[config.mk]
export PLATFORM = sky130hd
export DESIGN_NAME = serial_bit_source_flat
export DESIGN_NICKNAME = d
export VERILOG_FILES = /design/src/rtl/serial_bit_source_if.sv /design/src/rtl/serial_bit_source.sv /design/src/flat_wrapper.sv
export SDC_FILE = /design/constraint.sdc
export NUM_CORES = 1
export LEC_CHECK = 0
export ABC_AREA = 1
export ABC_CLOCK_PERIOD_IN_PS = 2350
export BUFFER_PORTS_ARGS = -buffer_cell sky130_fd_sc_hd__clkbuf_2
export CAP_MARGIN = 20
export CORE_ASPECT_RATIO = 0.8
export CORE_UTILIZATION = 25
export CTS_BUF_LIST = sky130_fd_sc_hd__clkbuf_8
export DETAILED_ROUTE_END_ITERATION = 10
export REMOVE_ABC_BUFFERS = 1
export SLEW_MARGIN = 20
export SYNTH_ARGS = -nofsm -noshare
export SYNTH_HDL_FRONTEND = slang
export SYNTH_SLANG_ARGS = --single-unit
export TNS_END_PERCENT = 1
[constraint.sdc]
create_clock -name clk -period 2.35 [get_ports clk]
set_clock_uncertainty 0.1 [all_clocks]
set_input_delay 0.235 -clock clk [delete_from_list [all_inputs] [get_ports clk]]
set_output_delay 0.235 -clock clk [all_outputs]
set_load 0.005 [all_outputs]
[src/rtl/serial_bit_source_if.sv]
// Word-in / bit-out bundle for serial_bit_source: upstream valid/ready word port,
// the tick pacing strobe and the registered serial outputs.
interface serial_bit_source_if #(
  parameter int WIDTH = 8
);
  logic [WIDTH-1:0] din;
  logic             din_valid;
  logic             din_ready;
  logic             tick;
  logic             out_bit;
  logic             out_valid;
  logic             out_last;
  logic             busy;

  modport master (
    output din, din_valid, tick,
    input  din_ready, out_bit, out_valid, out_last, busy
  );

  modport slave (
    input  din, din_valid, tick,
    output din_ready, out_bit, out_valid, out_last, busy
  );
endinterface

[src/rtl/serial_bit_source.sv]
// Parallel-to-serial source: WIDTH-bit words in, one bit per tick out, frame end on out_last.
// Optional trailing even-parity slot when SERIAL_BIT_SOURCE_PARITY_EN is defined.
module serial_bit_source #(
  parameter int WIDTH     = 8,
  parameter int MSB_FIRST = 0
) (
  input  logic               clk,
  input  logic               rst_n,
  serial_bit_source_if.slave bus
);
  localparam int CW = $clog2(WIDTH);

  localparam logic [1:0] IDLE  = 2'd0;
  localparam logic [1:0] SHIFT = 2'd1;
`ifdef SERIAL_BIT_SOURCE_PARITY_EN
  localparam logic [1:0] PAR   = 2'd2;
`endif

  logic [1:0]       state_q;
  logic [WIDTH-1:0] shreg_q;
  logic [CW-1:0]    cnt_q;
  logic             out_bit_q;
  logic             out_valid_q;
  logic             out_last_q;
  logic             busy_q;
  logic             final_slot;
  logic             accept;
  logic             advance;

`ifdef SERIAL_BIT_SOURCE_PARITY_EN
  logic par_q;
  assign final_slot = (state_q == PAR);
`else
  assign final_slot = (state_q == SHIFT) && (cnt_q == '0);
`endif

  // Ready only from registered state and tick, so a new word chains onto the final slot.
  assign bus.din_ready = (state_q == IDLE) || (final_slot && bus.tick);
  assign accept        = bus.din_valid && bus.din_ready;
  assign advance       = bus.tick && (state_q != IDLE);

  function automatic logic first_bit(input logic [WIDTH-1:0] w);
    return (MSB_FIRST != 0) ? w[WIDTH-1] : w[0];
  endfunction

  function automatic logic [WIDTH-1:0] drop_first(input logic [WIDTH-1:0] w);
    return (MSB_FIRST != 0) ? (w << 1) : (w >> 1);
  endfunction

  always_ff @(posedge clk) begin
    if (!rst_n) begin
      state_q     <= IDLE;
      shreg_q     <= '0;
      cnt_q       <= '0;
      out_bit_q   <= 1'b0;
      out_valid_q <= 1'b0;
      out_last_q  <= 1'b0;
      busy_q      <= 1'b0;
`ifdef SERIAL_BIT_SOURCE_PARITY_EN
      par_q       <= 1'b0;
`endif
    end else if (accept) begin
      // shreg_q keeps only the bits not yet presented
      state_q     <= SHIFT;
      shreg_q     <= drop_first(bus.din);
      cnt_q       <= CW'(WIDTH - 1);
      out_bit_q   <= first_bit(bus.din);
      out_valid_q <= 1'b1;
      out_last_q  <= 1'b0;
      busy_q      <= 1'b1;
`ifdef SERIAL_BIT_SOURCE_PARITY_EN
      par_q       <= ^bus.din;
`endif
    end else if (advance) begin
      if ((state_q == SHIFT) && (cnt_q != '0)) begin
        shreg_q   <= drop_first(shreg_q);
        cnt_q     <= cnt_q - 1'b1;
        out_bit_q <= first_bit(shreg_q);
`ifdef SERIAL_BIT_SOURCE_PARITY_EN
        out_last_q <= 1'b0;
`else
        out_last_q <= (cnt_q == CW'(1));
`endif
      end
`ifdef SERIAL_BIT_SOURCE_PARITY_EN
      else if (state_q == SHIFT) begin
        state_q    <= PAR;
        out_bit_q  <= par_q;
        out_last_q <= 1'b1;
      end
`endif
      else begin
        state_q     <= IDLE;
        out_bit_q   <= 1'b0;
        out_valid_q <= 1'b0;
        out_last_q  <= 1'b0;
        busy_q      <= 1'b0;
      end
    end
  end

  assign bus.out_bit   = out_bit_q;
  assign bus.out_valid = out_valid_q;
  assign bus.out_last  = out_last_q;
  assign bus.busy      = busy_q;
endmodule

[src/flat_wrapper.sv]
// flat-port wrapper written by rule: the top's interface ports become plain ports
module serial_bit_source_flat 
#(
  parameter int WIDTH     = 8,
  parameter int MSB_FIRST = 0
)
  (clk, rst_n, bus_din, bus_din_valid, bus_tick, bus_din_ready, bus_out_bit, bus_out_valid, bus_out_last, bus_busy);
  serial_bit_source_if #(.WIDTH(WIDTH)) bus_i ();
  input  logic clk;
  input  logic rst_n;
  input wire logic [$bits(bus_i.din)-1:0] bus_din;
  input wire logic [$bits(bus_i.din_valid)-1:0] bus_din_valid;
  input wire logic [$bits(bus_i.tick)-1:0] bus_tick;
  output wire logic [$bits(bus_i.din_ready)-1:0] bus_din_ready;
  output wire logic [$bits(bus_i.out_bit)-1:0] bus_out_bit;
  output wire logic [$bits(bus_i.out_valid)-1:0] bus_out_valid;
  output wire logic [$bits(bus_i.out_last)-1:0] bus_out_last;
  output wire logic [$bits(bus_i.busy)-1:0] bus_busy;
  assign bus_i.din = bus_din;
  assign bus_i.din_valid = bus_din_valid;
  assign bus_i.tick = bus_tick;
  assign bus_din_ready = bus_i.din_ready;
  assign bus_out_bit = bus_i.out_bit;
  assign bus_out_valid = bus_i.out_valid;
  assign bus_out_last = bus_i.out_last;
  assign bus_busy = bus_i.busy;
  serial_bit_source #(.WIDTH(WIDTH), .MSB_FIRST(MSB_FIRST)) u_core (.clk(clk), .rst_n(rst_n), .bus(bus_i));
endmodule
# Word-level counts from Yosys, hierarchy flattened

Cells that the tools add are included.

Bits in registers: 14
Input port bits: 12
Output and inout bits: 5
Word-level logic and storage cells: 40

Add/sub/neg operators: 1
Eq/ne operators: 2
Multiplexer cells: 16
Bitwise gates (word level): 1
Reduce and logical (&&, ||, !) cells: 14

Operators by type and width:

| operator                                                                | number |
|---|---|
| 7-bit two-way mux                                                       | 3 |
| 1-bit two-way mux                                                       | 10 |
| 3-bit two-way mux                                                       | 3 |
| 1-bit logical AND                                                       | 5 |
| 2-bit AND reduction                                                     | 2 |
| 2-bit nonzero test                                                      | 2 |
| 3-bit by 1-bit == test with 1-bit output, second input constant         | 1 |
| 3-bit logical NOT                                                       | 1 |
| 3-bit nonzero test                                                      | 1 |
| 3-bit by 1-bit subtractor with 3-bit output, second input constant      | 1 |
| 2-bit logical NOT                                                       | 1 |
| 2-bit by 1-bit inequality test with 1-bit output, second input constant | 1 |
| 2-bit OR reduction                                                      | 1 |
| 1-bit logical OR                                                        | 1 |
| 1-bit inverter                                                          | 1 |

# Longest topological paths before layout

Gate-level depths: netlist of run 1.

Word-level depth: 7
Gate-level depth with buffers: 11
Mapped depth without buffers: 10

# Worst setup path before layout of run 1

OpenSTA, ideal clock, no wires.

Path kind: register to register
From: reg u_core.cnt_q[0]
To: reg u_core.shreg_q[2]
Library setup time: 113 ps
Arrival time: 1312 ps
Required time: 2137 ps
Path slack: 824 ps
Cell stages (with the launch flop): 10
Path buffers: 0
Clock period less this slack: 1526 ps
Cell sequence: dfxtp_1 inv_1 ha_1 ha_1 inv_1 nand2_1 nor2_1 nand2_1 nand3_1 nor2_1

Longest elaborated chain between the ends: 7
Elaborated cells on any way between the ends: 11
Those cells by class: mux: 1; reduce/logical: 10

Ends and longest elaborated chain:

| what                          | RTL line                | source |
|---|---|---|
| start: declaration            | serial_bit_source.sv:21 | `logic [CW-1:0] cnt_q;` |
| start signal: assignment      | serial_bit_source.sv:66 | `cnt_q <= CW'(WIDTH - 1);` |
| start signal: assignment      | serial_bit_source.sv:77 | `cnt_q <= cnt_q - 1'b1;` |
| 3-bit logical NOT             | serial_bit_source.sv:34 | `assign final_slot = (state_q == SHIFT) && (cnt_q == '0);` |
| 1-bit logical AND             | serial_bit_source.sv:34 |  |
| 1-bit logical AND             | serial_bit_source.sv:38 | `assign bus.din_ready = (state_q == IDLE) \|\| (final_slot && bus.tick);` |
| 1-bit logical OR              | serial_bit_source.sv:38 |  |
| 1-bit logical AND             | serial_bit_source.sv:39 | `assign accept = bus.din_valid && bus.din_ready;` |
| 2-bit nonzero test (no line)  | --                      |  |
| 2-bit AND reduction (no line) | --                      |  |
| end signal: assignment        | serial_bit_source.sv:65 | `shreg_q <= drop_first(bus.din);` |
| end signal: assignment        | serial_bit_source.sv:76 | `shreg_q <= drop_first(shreg_q);` |
| end: declaration              | serial_bit_source.sv:20 | `logic [WIDTH-1:0] shreg_q;` |

Parallel ways exist; a longest one is shown, timed or not.
A chain may end at the register's enable or synchronous reset.

# Worst setup path in the final report of run 1

From: reg u_core.cnt_q[0]
To: out bus_din_ready

Longest elaborated chain between the ends: 4

Ends and longest elaborated chain:

| what              | RTL line                | source |
|---|---|---|
| 3-bit logical NOT | serial_bit_source.sv:34 |  |
| 1-bit logical AND | serial_bit_source.sv:34 |  |
| 1-bit logical AND | serial_bit_source.sv:38 |  |
| 1-bit logical OR  | serial_bit_source.sv:38 |  |
| end: declaration  | flat_wrapper.sv:14      | `output wire logic [$bits(bus_i.din_ready)-1:0] bus_din_ready;` |

Every way passes these cells.

==> flow_summary.rst, run 1 <==
.. list-table::
   :header-rows: 1

   * - Metric
     - Value
   * - Run status
     - complete, no violations
   * - Adder and majority gate portion of the synthesized area
     - 5.66%
   * - Dominant combinational cell family by area after synthesis
     - simple AND/OR/NAND/NOR gates
   * - Initial drt markers
     - 7
   * - Gr ovfl total
     - 0
   * - Fraction of layout cells with a size suffix above 1
     - 16.7%
   * - Root buffer cell
     - clkbuf_8
   * - Finished Layout Cells
     - 156
   * - Number of max-slew violations in the final report
     - 0
   * - Number of resized instances in the post-cts repair step
     - 0
   * - Sequential fraction of the synthesis area
     - 39.2%
   * - Met1 routing resource usage after global routing
     - 12.9%
   * - Top fanout value on the critical path
     - 7
   * - RSZ-0062 raised after global routing
     - false
   * - Number of buffers created by CTS
     - 3
   * - XOR/XNOR Fraction of Synth Area
     - 0%
   * - Static Leak
     - 0.428 nW
   * - Routed vias
     - 631
   * - Filler instances
     - 285
   * - Area used by multi-input combinational logic
     - 313 sq um
   * - Worst hold slack
     - 115 ps
   * - Routed Wire Length
     - 1.29 mm
   * - Clock latency reported for the late side of the worst-skew pair
     - 240 ps
   * - Largest net degree at the start of global routing
     - 13
   * - Highest clock rate
     - 0.565 GHz
   * - Multiplexer fraction of the synthesized cell area
     - 0%
   * - Share of synthesized cell area in and, or, nand and nor gates
     - 34.7%
   * - Min Tclk post-route
     - 1770 ps
   * - Area Growth Syn to Fin
     - 21.9%
   * - Initial antenna violation count
     - 0
   * - Hold Fails Final Rpt
     - 0
   * - CTS sink count
     - 13
   * - Worst min path class
     - input pin to register
   * - Level count of the clock H-tree
     - 1
   * - Inst Count DP
     - 152
   * - Part of the cycle the worst path needs
     - 75.3%
   * - Detailed Place HPWL
     - 997 microns
   * - Post-synthesis instance area
     - 663 sq um
   * - Number of buffers inserted to repair setup after CTS
     - 0
   * - Number of nets in the layout
     - 136
   * - Io pins
     - 17
   * - Core footprint
     - 0.00248 sq mm
   * - Met3 track demand over resource in global routing
     - 4.86%
   * - Required time reported for the critical path endpoint
     - 2020 ps
   * - Type of element launching the critical path
     - register
   * - All-Layer GR Usage
     - 11.4%
   * - Number of placement rows
     - 16
   * - Post-CTS Hold Buffers
     - 0
   * - Post-synthesis cell type count
     - 12
   * - Largest buffer count on any clock path
     - 2
   * - Final routed wire length divided by cell count
     - 8.29 microns
   * - VDD IR max
     - 335 uV
   * - Number of global-route vias before repair
     - 552
   * - Fraction of synthesized cell area taken by the top area cell type
     - 39.2%
   * - Area contributors post-synth
     - dfxtp_1, nand2_1, inv_1
   * - Area of the die
     - 0.00286 sq mm
   * - Endpoints failing setup
     - 0
   * - Critical Path AT
     - 1430 ps
   * - Area of all sequential standard cells
     - 260 sq um
   * - Worst path setup slack after routing
     - 581 ps
   * - GR Layer Usage met2
     - 19.1%
   * - Cell area after layout
     - 808 sq um
   * - Number of antenna-violating nets in the routed design
     - 0
   * - Worst slack at placement
     - 605 ps
   * - Total of buffers placed on input and output ports
     - 16
   * - Flops & latches, synth
     - 13
   * - CTS tree
     - yes
   * - Y dimension of the die
     - 48.1 microns
   * - Synth Instances
     - 103
   * - Layer carrying the most global-route usage
     - met2
   * - Biggest area consumer among synthesized cells
     - dfxtp_1
   * - Weighted congestion reported at the end of routability-driven placement
     - 0.772
   * - Max-capacitance violation count
     - 0
   * - Worst slew margin relative to its limit
     - 73.4%
   * - Pwr per Cell Area
     - 683 mW/mm^2
   * - Placed Instance Area
     - 762 sq um
   * - N_diodes
     - 0
   * - CTS clock-pin slew for the worst setup and hold paths
     - 60 ps
   * - Width of the chip
     - 59.6 microns
   * - TritonRoute pass-1 iters
     - 2
   * - Starting density of the core
     - 26.7%
   * - CP Class
     - register to output port
   * - Mean instance size in the synthesized netlist
     - 6.44 sq um
   * - Core occupancy in the finished layout
     - 32.6%
   * - Residual DRC count
     - 0
   * - Via/cell ratio
     - 4.04
   * - Post-synthesis compound-gate area fraction
     - 6.79%
   * - Global-route wire length before repair
     - 2.29 mm
   * - Total Power Consumption
     - 0.552 mW
   * - Setup TNS
     - 0 ps
   * - Slew of the pin with the lowest slew margin
     - 399 ps
   * - Critical path capture point type
     - output port
   * - Number of synthesis warnings
     - 0
## critical path: stages, from the launching register on
cell and delay [ps]:
dfxtp_1 340, inv_1 70, ha_1 200, ha_1 210, nand2_1 70, nand2_1 140
clkbuf_2 160
## cell usage after synthesis
master    count
nand3_1       8
dfxtp_1      13
nand4_1       1
inv_1        17
nor2_1       14
clkbuf_8      1
ha_1          3
a21oi_1       7
o21ai_0       2
nand2_1      35
buf_2         1
buf_4         1
## cells by family (layout without fill, tap and decap cells)
family,Yosys count,after routing
DFF,13,13
adders and majority gates,3,3
buffers and inverters,20,37
AOI/OAI and AO/OA,9,9
and+or+nand+nor,58,58
## power by group
| group | internal, mW | switching, mW | leakage, nW |
|---|---|---|---|
| Clock | 0.117 | 0.0837 | 0.0255 |
| Combinational | 0.0390 | 0.0619 | 0.294 |
| Sequential | 0.241 | 0.00922 | 0.108 |
| Total | 0.398 | 0.155 | 0.428 |
## cell type report
type,instances,share of cell area (%)
multi-input combinational,70,38.7
inverter,17,7.89
clock buffer,3,5.11
timing repair buffer,16,9.91
clock inverter,1,0.619
tap,36,5.57
sequential,13,32.2
## sequential cells by signal, indices dropped and copies added (netlist names)
name / cells
u_core.bus.out_bit: 1
u_core.shreg_q: 7
u_core.cnt_q: 3
u_core.bus.out_last: 1
u_core.bus.out_valid: 1
## final timing paths
check | start | endpoint | cells past startpoint | slack (ps)
max reg2reg | u_core.cnt_q[0] | u_core.shreg_q[0] | 10 | 610
min | bus_din[5] | u_core.shreg_q[4] | 3 | 110
min reg2reg | u_core.shreg_q[6] | u_core.shreg_q[6] | 2 | 360
max | u_core.cnt_q[0] | bus_din_ready | 6 | 580
## metal layers
layer	wire length (microns)	share of wire (%)
met1	634	49
met2	563	44
met3	73	5.6
met4	22	1.7
met5	0	0
## cell usage in the layout (no fill, tap or decap)
cell type	Yosys	routed
o21ai_0	2	2
nand3_1	8	8
nor2_1	14	14
clkbuf_2	0	16
ha_1	3	3
nand2_1	35	35
inv_1	17	17
a21oi_1	7	7
clkinv_2	0	1
nand4_1	1	1
dfxtp_1	13	13
clkbuf_8	1	3
Note: power is estimated with default switching activity, not from simulation.
==> run 2, diff against run 1 <==
--- a/config.mk
+++ b/config.mk
@@ -6,7 +6,7 @@
 export NUM_CORES = 1
 export LEC_CHECK = 0
 export ABC_AREA = 1
-export ABC_CLOCK_PERIOD_IN_PS = 2350
+export ABC_CLOCK_PERIOD_IN_PS = 1750
 export BUFFER_PORTS_ARGS = -buffer_cell sky130_fd_sc_hd__clkbuf_2
 export CAP_MARGIN = 20
 export CORE_ASPECT_RATIO = 0.8
==> constraint.sdc (replaced) <==
create_clock -name clk -period 1.75 [get_ports clk]
set_clock_uncertainty 0.1 [all_clocks]
set_input_delay 0.175 -clock clk [delete_from_list [all_inputs] [get_ports clk]]
set_output_delay 0.175 -clock clk [all_outputs]
set_load 0.005 [all_outputs]
==> flow_summary.rst, run 2 (synthesized netlist as in run 1, its figures left out) <==
.. list-table::
   :header-rows: 1

   * - Metric
     - Value
   * - Run status
     - complete, no violations
   * - Min Tclk post-route
     - 1680 ps
   * - Sequential share of power
     - 45.5%
   * - Core footprint
     - 0.00248 sq mm
   * - Filler instances
     - 284
   * - Worst min path class
     - input pin to register
   * - Width of the chip
     - 59.6 microns
   * - Top register by number of flip-flops
     - u_core.shreg_q
   * - Routed Wire Length
     - 1.36 mm
   * - Static Leak
     - 0.440 nW
   * - Initial antenna violation count
     - 0
   * - Slew of the pin with the lowest slew margin
     - 268 ps
   * - Gr ovfl total
     - 0
   * - Number of max-slew violations in the final report
     - 0
   * - Top fanout value on the critical path
     - 4
   * - Level count of the clock H-tree
     - 1
   * - Number of antenna-violating nets in the routed design
     - 0
   * - Weighted congestion reported at the end of routability-driven placement
     - 0.745
   * - Critical Path AT
     - 1400 ps
   * - Critical path capture point type
     - output port
   * - Final routed wire length divided by cell count
     - 8.60 microns
   * - Registers with the most flip-flops
     - u_core.shreg_q x7, u_core.cnt_q x3
   * - Proportion of total power due to net switching
     - 27.5%
   * - Area Growth Syn to Fin
     - 26.2%
   * - P_int
     - 0.540 mW
   * - Most frequent cells in the layout
     - nand2_1, inv_1, clkbuf_2
   * - TritonRoute pass-1 iters
     - 4
   * - Commonest non-fill, non-tap cell in the layout
     - nand2_1
   * - Placed Instance Area
     - 777 sq um
   * - Post-CTS Hold Buffers
     - 0
   * - Starting density of the core
     - 26.7%
   * - Global-route wire length before repair
     - 2.39 mm
   * - Highest clock rate
     - 0.597 GHz
   * - Via/cell ratio
     - 4.11
   * - Worst slew margin relative to its limit
     - 82.1%
   * - Required time reported for the critical path endpoint
     - 1470 ps
   * - Largest net degree at the start of global routing
     - 13
   * - Io pins
     - 17
   * - CTS tree
     - yes
   * - Area of the die
     - 0.00286 sq mm
   * - Max-capacitance violation count
     - 0
   * - Root buffer cell
     - clkbuf_8
   * - Fraction of layout cells with a size suffix above 1
     - 21.3%
   * - Total of buffers placed on input and output ports
     - 16
   * - RSZ-0062 raised after global routing
     - false
   * - Flip-flop count of the largest register after layout
     - 7
   * - Part of the cycle the worst path needs
     - 95.7%
   * - Net load switching power
     - 0.205 mW
   * - Detailed Place HPWL
     - 1.01 mm
   * - Number of nets in the layout
     - 138
   * - Pwr per Cell Area
     - 890 mW/mm^2
   * - Residual DRC count
     - 0
   * - Setup TNS
     - 0 ps
   * - Clock power share
     - 34.8%
   * - Endpoints failing setup
     - 0
   * - Cell area after layout
     - 837 sq um
   * - Number of global-route vias before repair
     - 573
   * - CTS clock-pin slew for the worst setup and hold paths
     - 50 ps
   * - CTS sink count
     - 13
   * - Type of element launching the critical path
     - register
   * - All-Layer GR Usage
     - 12.2%
   * - Largest buffer count on any clock path
     - 2
   * - Y dimension of the die
     - 48.1 microns
   * - Routed vias
     - 649
   * - Logic gate share of total power
     - 19.7%
   * - VDD IR max
     - 492 uV
   * - Number of buffers created by CTS
     - 3
   * - Hold Fails Final Rpt
     - 0
   * - Clock latency reported for the late side of the worst-skew pair
     - 240 ps
   * - Initial drt markers
     - 15
   * - N_diodes
     - 0
   * - Number of placement rows
     - 16
   * - CP Class
     - register to output port
==> run 2: path summary, 6_finish.rpt <==
kind	from	end	slack, ps	cells after the start
max	u_core.cnt_q[0]	bus_din_ready	70	7
min	bus_din[3]	u_core.shreg_q[2]	60	3
min reg2reg	u_core.shreg_q[6]	u_core.shreg_q[6]	360	2
max reg2reg	u_core.cnt_q[0]	u_core.shreg_q[1]	170	10
==> run 2: through the flow <==
| step | worst slack [ps] | power [mW] | hold WS [ps] | std cells | utilization, % |
|---|---|---|---|---|---|
| after floorplan | 223 | 0.433 | 198 | 100 | - |
| after global placement | 120 | 0.482 | 300 | 154 | 31.3 |
| after detailed placement | 65.0 | 0.485 | 305 | 154 | 31.3 |
| after CTS | 6.11 | 0.758 | 47.9 | 158 | 33.3 |
| after global routing | 8.50 | 0.807 | 67.0 | 158 | 33.7 |
| final | 74.8 | 0.745 | 55.8 | 158 | 33.7 |
==> run 2: power by group through the flow <==
stage	clock network [mW]	logic (mW)	registers [mW]
detailed placement	0	0.142	0.344
CTS	0.277	0.143	0.338
floorplan	0	0.0912	0.342
finish	0.260	0.147	0.339
global placement	0	0.139	0.343
global route	0.294	0.171	0.341
==> run 2: worst max-delay path, stage by stage (launching register included) <==
cell and delay [ps]:
dfxtp_2 340, inv_1 50, ha_1 200, ha_2 190, nand2_2 60, nand2_2 80
buf_6 140, clkbuf_2 100
==> run 2: repair_timing <==
action	in CTS	in global routing
endpoints found under the setup margin	1	10
gates resized for setup	2	4
buffers inserted	0	0
==> run 2: final cells by class <==
cell class	count	area [sq um]	area share (%)
clock buffers	3	41.3	4.93
clock inverters	1	3.75	0.448
inverters	17	63.8	7.62
multi-input cells	70	323	38.6
flip-flops and latches	13	262	31.2
well taps	36	45.0	5.38
repair buffers	18	98.8	11.8
==> run 2: per-layer routing <==
metal	vias to the layer above	part of all wire [%]	global-route usage (%)	wire length [microns]
met5	-	0	0	0
met4	0	2.9	8.37	39
met3	4	7.4	4.59	100
met2	17	43	20.2	591
met1	280	46	13.4	628
li1	348	-	-	-
==> run 3, diff against run 2 <==
--- a/config.mk
+++ b/config.mk
@@ -11,7 +11,7 @@
 export CAP_MARGIN = 20
 export CORE_ASPECT_RATIO = 0.8
 export CORE_UTILIZATION = 25
-export CTS_BUF_LIST = sky130_fd_sc_hd__clkbuf_8
+export CTS_BUF_LIST = sky130_fd_sc_hd__clkbuf_16
 export DETAILED_ROUTE_END_ITERATION = 10
 export REMOVE_ABC_BUFFERS = 1
 export SLEW_MARGIN = 20
==> constraint.sdc (replaced) <==
create_clock -name clk -period 1.75 [get_ports clk]
set_clock_uncertainty 0.1 [all_clocks]
set_input_delay 0.525 -clock clk [delete_from_list [all_inputs] [get_ports clk]]
set_output_delay 0.525 -clock clk [all_outputs]
set_load 0.005 [all_outputs]
==> flow_summary.rst, run 3 (synthesized netlist as in run 1, its figures left out) <==
.. list-table::
   :header-rows: 1

   * - Metric
     - Value
   * - Run status
     - finished with violations
   * - Violated checks
     - setup timing
   * - Root buffer cell
     - clkbuf_16
   * - Highest clock rate
     - 0.557 GHz
   * - Post-CTS Hold Buffers
     - 0
   * - Worst reg-to-reg setup slack
     - 190 ps
   * - Y dimension of the die
     - 48.1 microns
   * - Commonest non-fill, non-tap cell in the layout
     - nand2_1
   * - Worst path setup slack after routing
     - -45.0 ps
   * - Crit path buf inv count
     - 2
   * - Level count of the clock H-tree
     - 1
   * - Static Leak
     - 0.484 nW
   * - Area Growth Syn to Fin
     - 41.5%
   * - Met1 layer wirelength in the final routing
     - 669 microns
   * - Core footprint
     - 0.00248 sq mm
   * - Fraction of layout cells with a size suffix above 1
     - 27.8%
   * - Total of buffers placed on input and output ports
     - 16
   * - Worst slew margin relative to its limit
     - 76.6%
   * - Inst Count DP
     - 155
   * - Initial drt markers
     - 11
   * - Global-route wire length before repair
     - 2.42 mm
   * - Cell family with the largest share of critical-path delay
     - flip-flops
   * - Ordered list of cells on the worst path
     - inv_2, ha_4, ha_4, nand2_4, nand2_4, buf_6
   * - Slew of the pin with the lowest slew margin
     - 350 ps
   * - Worst min path class
     - register to register
   * - Min Tclk post-route
     - 1800 ps
   * - Crit. path cell count
     - 6
   * - Critical-path top delay cell
     - dfxtp_2
   * - TritonRoute pass-1 iters
     - 2
   * - Worst slack at placement
     - 51.2 ps
   * - All-Layer GR Usage
     - 11.7%
   * - VDD IR max
     - 676 uV
   * - Setup crit end
     - bus_din_ready
   * - Routed vias
     - 665
   * - Crit path largest cell delay
     - 330 ps
   * - Gr ovfl total
     - 0
   * - Setup TNS
     - -45.0 ps
   * - Via/cell ratio
     - 4.10
   * - Cells on worst reg2reg path
     - 11
   * - Worst reg2reg startpoint
     - u_core.cnt_q[0]
   * - Registers with the most flip-flops
     - u_core.shreg_q x7, u_core.cnt_q x3
   * - Number of placement rows
     - 16
   * - CTS sink count
     - 13
   * - Amount of wire on met2 after detailed routing
     - 625 microns
   * - Pwr per Cell Area
     - 1010 mW/mm^2
   * - Final routed wire length divided by cell count
     - 8.61 microns
   * - Clock latency reported for the late side of the worst-skew pair
     - 240 ps
   * - Largest buffer count on any clock path
     - 2
   * - Initial antenna violation count
     - 0
   * - Finished Layout Cells
     - 162
   * - Endpoints failing setup
     - 1
   * - Required time reported for the critical path endpoint
     - 1120 ps
   * - Number of antenna-violating nets in the routed design
     - 0
   * - CTS tree
     - yes
   * - Top fanout value on the critical path
     - 4
   * - RSZ-0062 raised after global routing
     - true
   * - Routed Wire Length
     - 1.40 mm
   * - Most frequent cells in the layout
     - nand2_1, inv_1, clkbuf_2
   * - Critical Path AT
     - 1170 ps
   * - Area of the die
     - 0.00286 sq mm
   * - Critical register-to-register path endpoint
     - u_core.shreg_q[0]
   * - Max-capacitance violation count
     - 0
   * - Detailed Place HPWL
     - 993 microns
   * - Type of element launching the critical path
     - register
   * - Top routing layer used
     - met4
   * - Source of the critical timing path
     - u_core.cnt_q[0]
   * - Number of buffers created by CTS
     - 3
   * - CTS clock-pin slew for the worst setup and hold paths
     - 50 ps
   * - Met3 Routed Length
     - 80 microns
   * - Number of nets in the layout
     - 142
   * - Placed Instance Area
     - 785 sq um
   * - Number of global-route vias before repair
     - 589
   * - Hold Fails Final Rpt
     - 0
   * - Flip-flop count of the largest register after layout
     - 7
   * - Top register by number of flip-flops
     - u_core.shreg_q
   * - Largest net degree at the start of global routing
     - 13
   * - Residual DRC count
     - 0
   * - Number of max-slew violations in the final report
     - 0
   * - CP Class
     - register to output port
   * - Io pins
     - 17
   * - N_diodes
     - 0
   * - Starting density of the core
     - 26.7%
   * - Part of the cycle the worst path needs
     - 103%
   * - Weighted congestion reported at the end of routability-driven placement
     - 0.770
   * - Width of the chip
     - 59.6 microns
   * - Critical path capture point type
     - output port
   * - Cell area after layout
     - 938 sq um
==> run 3: stage by stage <==
stage               total power, mW  hold WS [ps]  util (%)
finish                        0.949           361      37.8
global route                   1.01           395      37.8
CTS                           0.953           364      36.7
detailed placement            0.487           353      31.6
global placement              0.484           358      31.6
floorplan                     0.433           337         -
==> run 3: layout make-up <==
cell class | instances | area (sq um)
Tap cell | 36 | 45.0
Multi-Input combinational cell | 70 | 355
Fill cell | 281 | 1540
Inverter | 17 | 63.8
Timing Repair Buffer | 22 | 131
Clock buffer | 3 | 75.1
Sequential cell | 13 | 263
Clock inverter | 1 | 5.00
==> run 3: report_power, final <==
| part | leakage [nW] | switching [mW] | internal, mW | total [mW] |
|---|---|---|---|---|
| registers | 0.108 | 0.0148 | 0.326 | 0.341 |
| logic | 0.334 | 0.0963 | 0.0821 | 0.178 |
| clock network | 0.0409 | 0.126 | 0.304 | 0.429 |
==> run 3: metal layers <==
| metal | up-vias | GRT usage (%) |
|---|---|---|
| li1 | 358 | - |
| met1 | 286 | 13.8 |
| met2 | 19 | 20.2 |
| met3 | 2 | 5.14 |
| met4 | 0 | 2.79 |
| met5 | - | 0 |
==> run 3: worst min path at each step <==
stage	to	slack (ps)	depth (start not counted)	start
floorplan	u_core.shreg_q[6]	340	2	u_core.shreg_q[6]
CTS	u_core.shreg_q[6]	360	2	u_core.shreg_q[6]
detailed placement	u_core.shreg_q[6]	350	2	u_core.shreg_q[6]
global route	u_core.shreg_q[6]	400	2	u_core.shreg_q[6]
global placement	u_core.cnt_q[0]	360	2	u_core.cnt_q[0]
finish	u_core.bus.out_last	360	2	u_core.bus.out_last
==> run 3: timing repair <==
| action | CTS | global route |
|---|---|---|
| gates resized for setup | 10 | 4 |
| setup endpoints to repair | 1 | 1 |
| pin swaps | 2 | 1 |
| setup buffers | 2 | 1 |
==> run 3: worst min-delay path: stages (launching register included) <==
cell,delay [ps]
dfxtp_1,300
nand2_1,60
a21oi_1,50
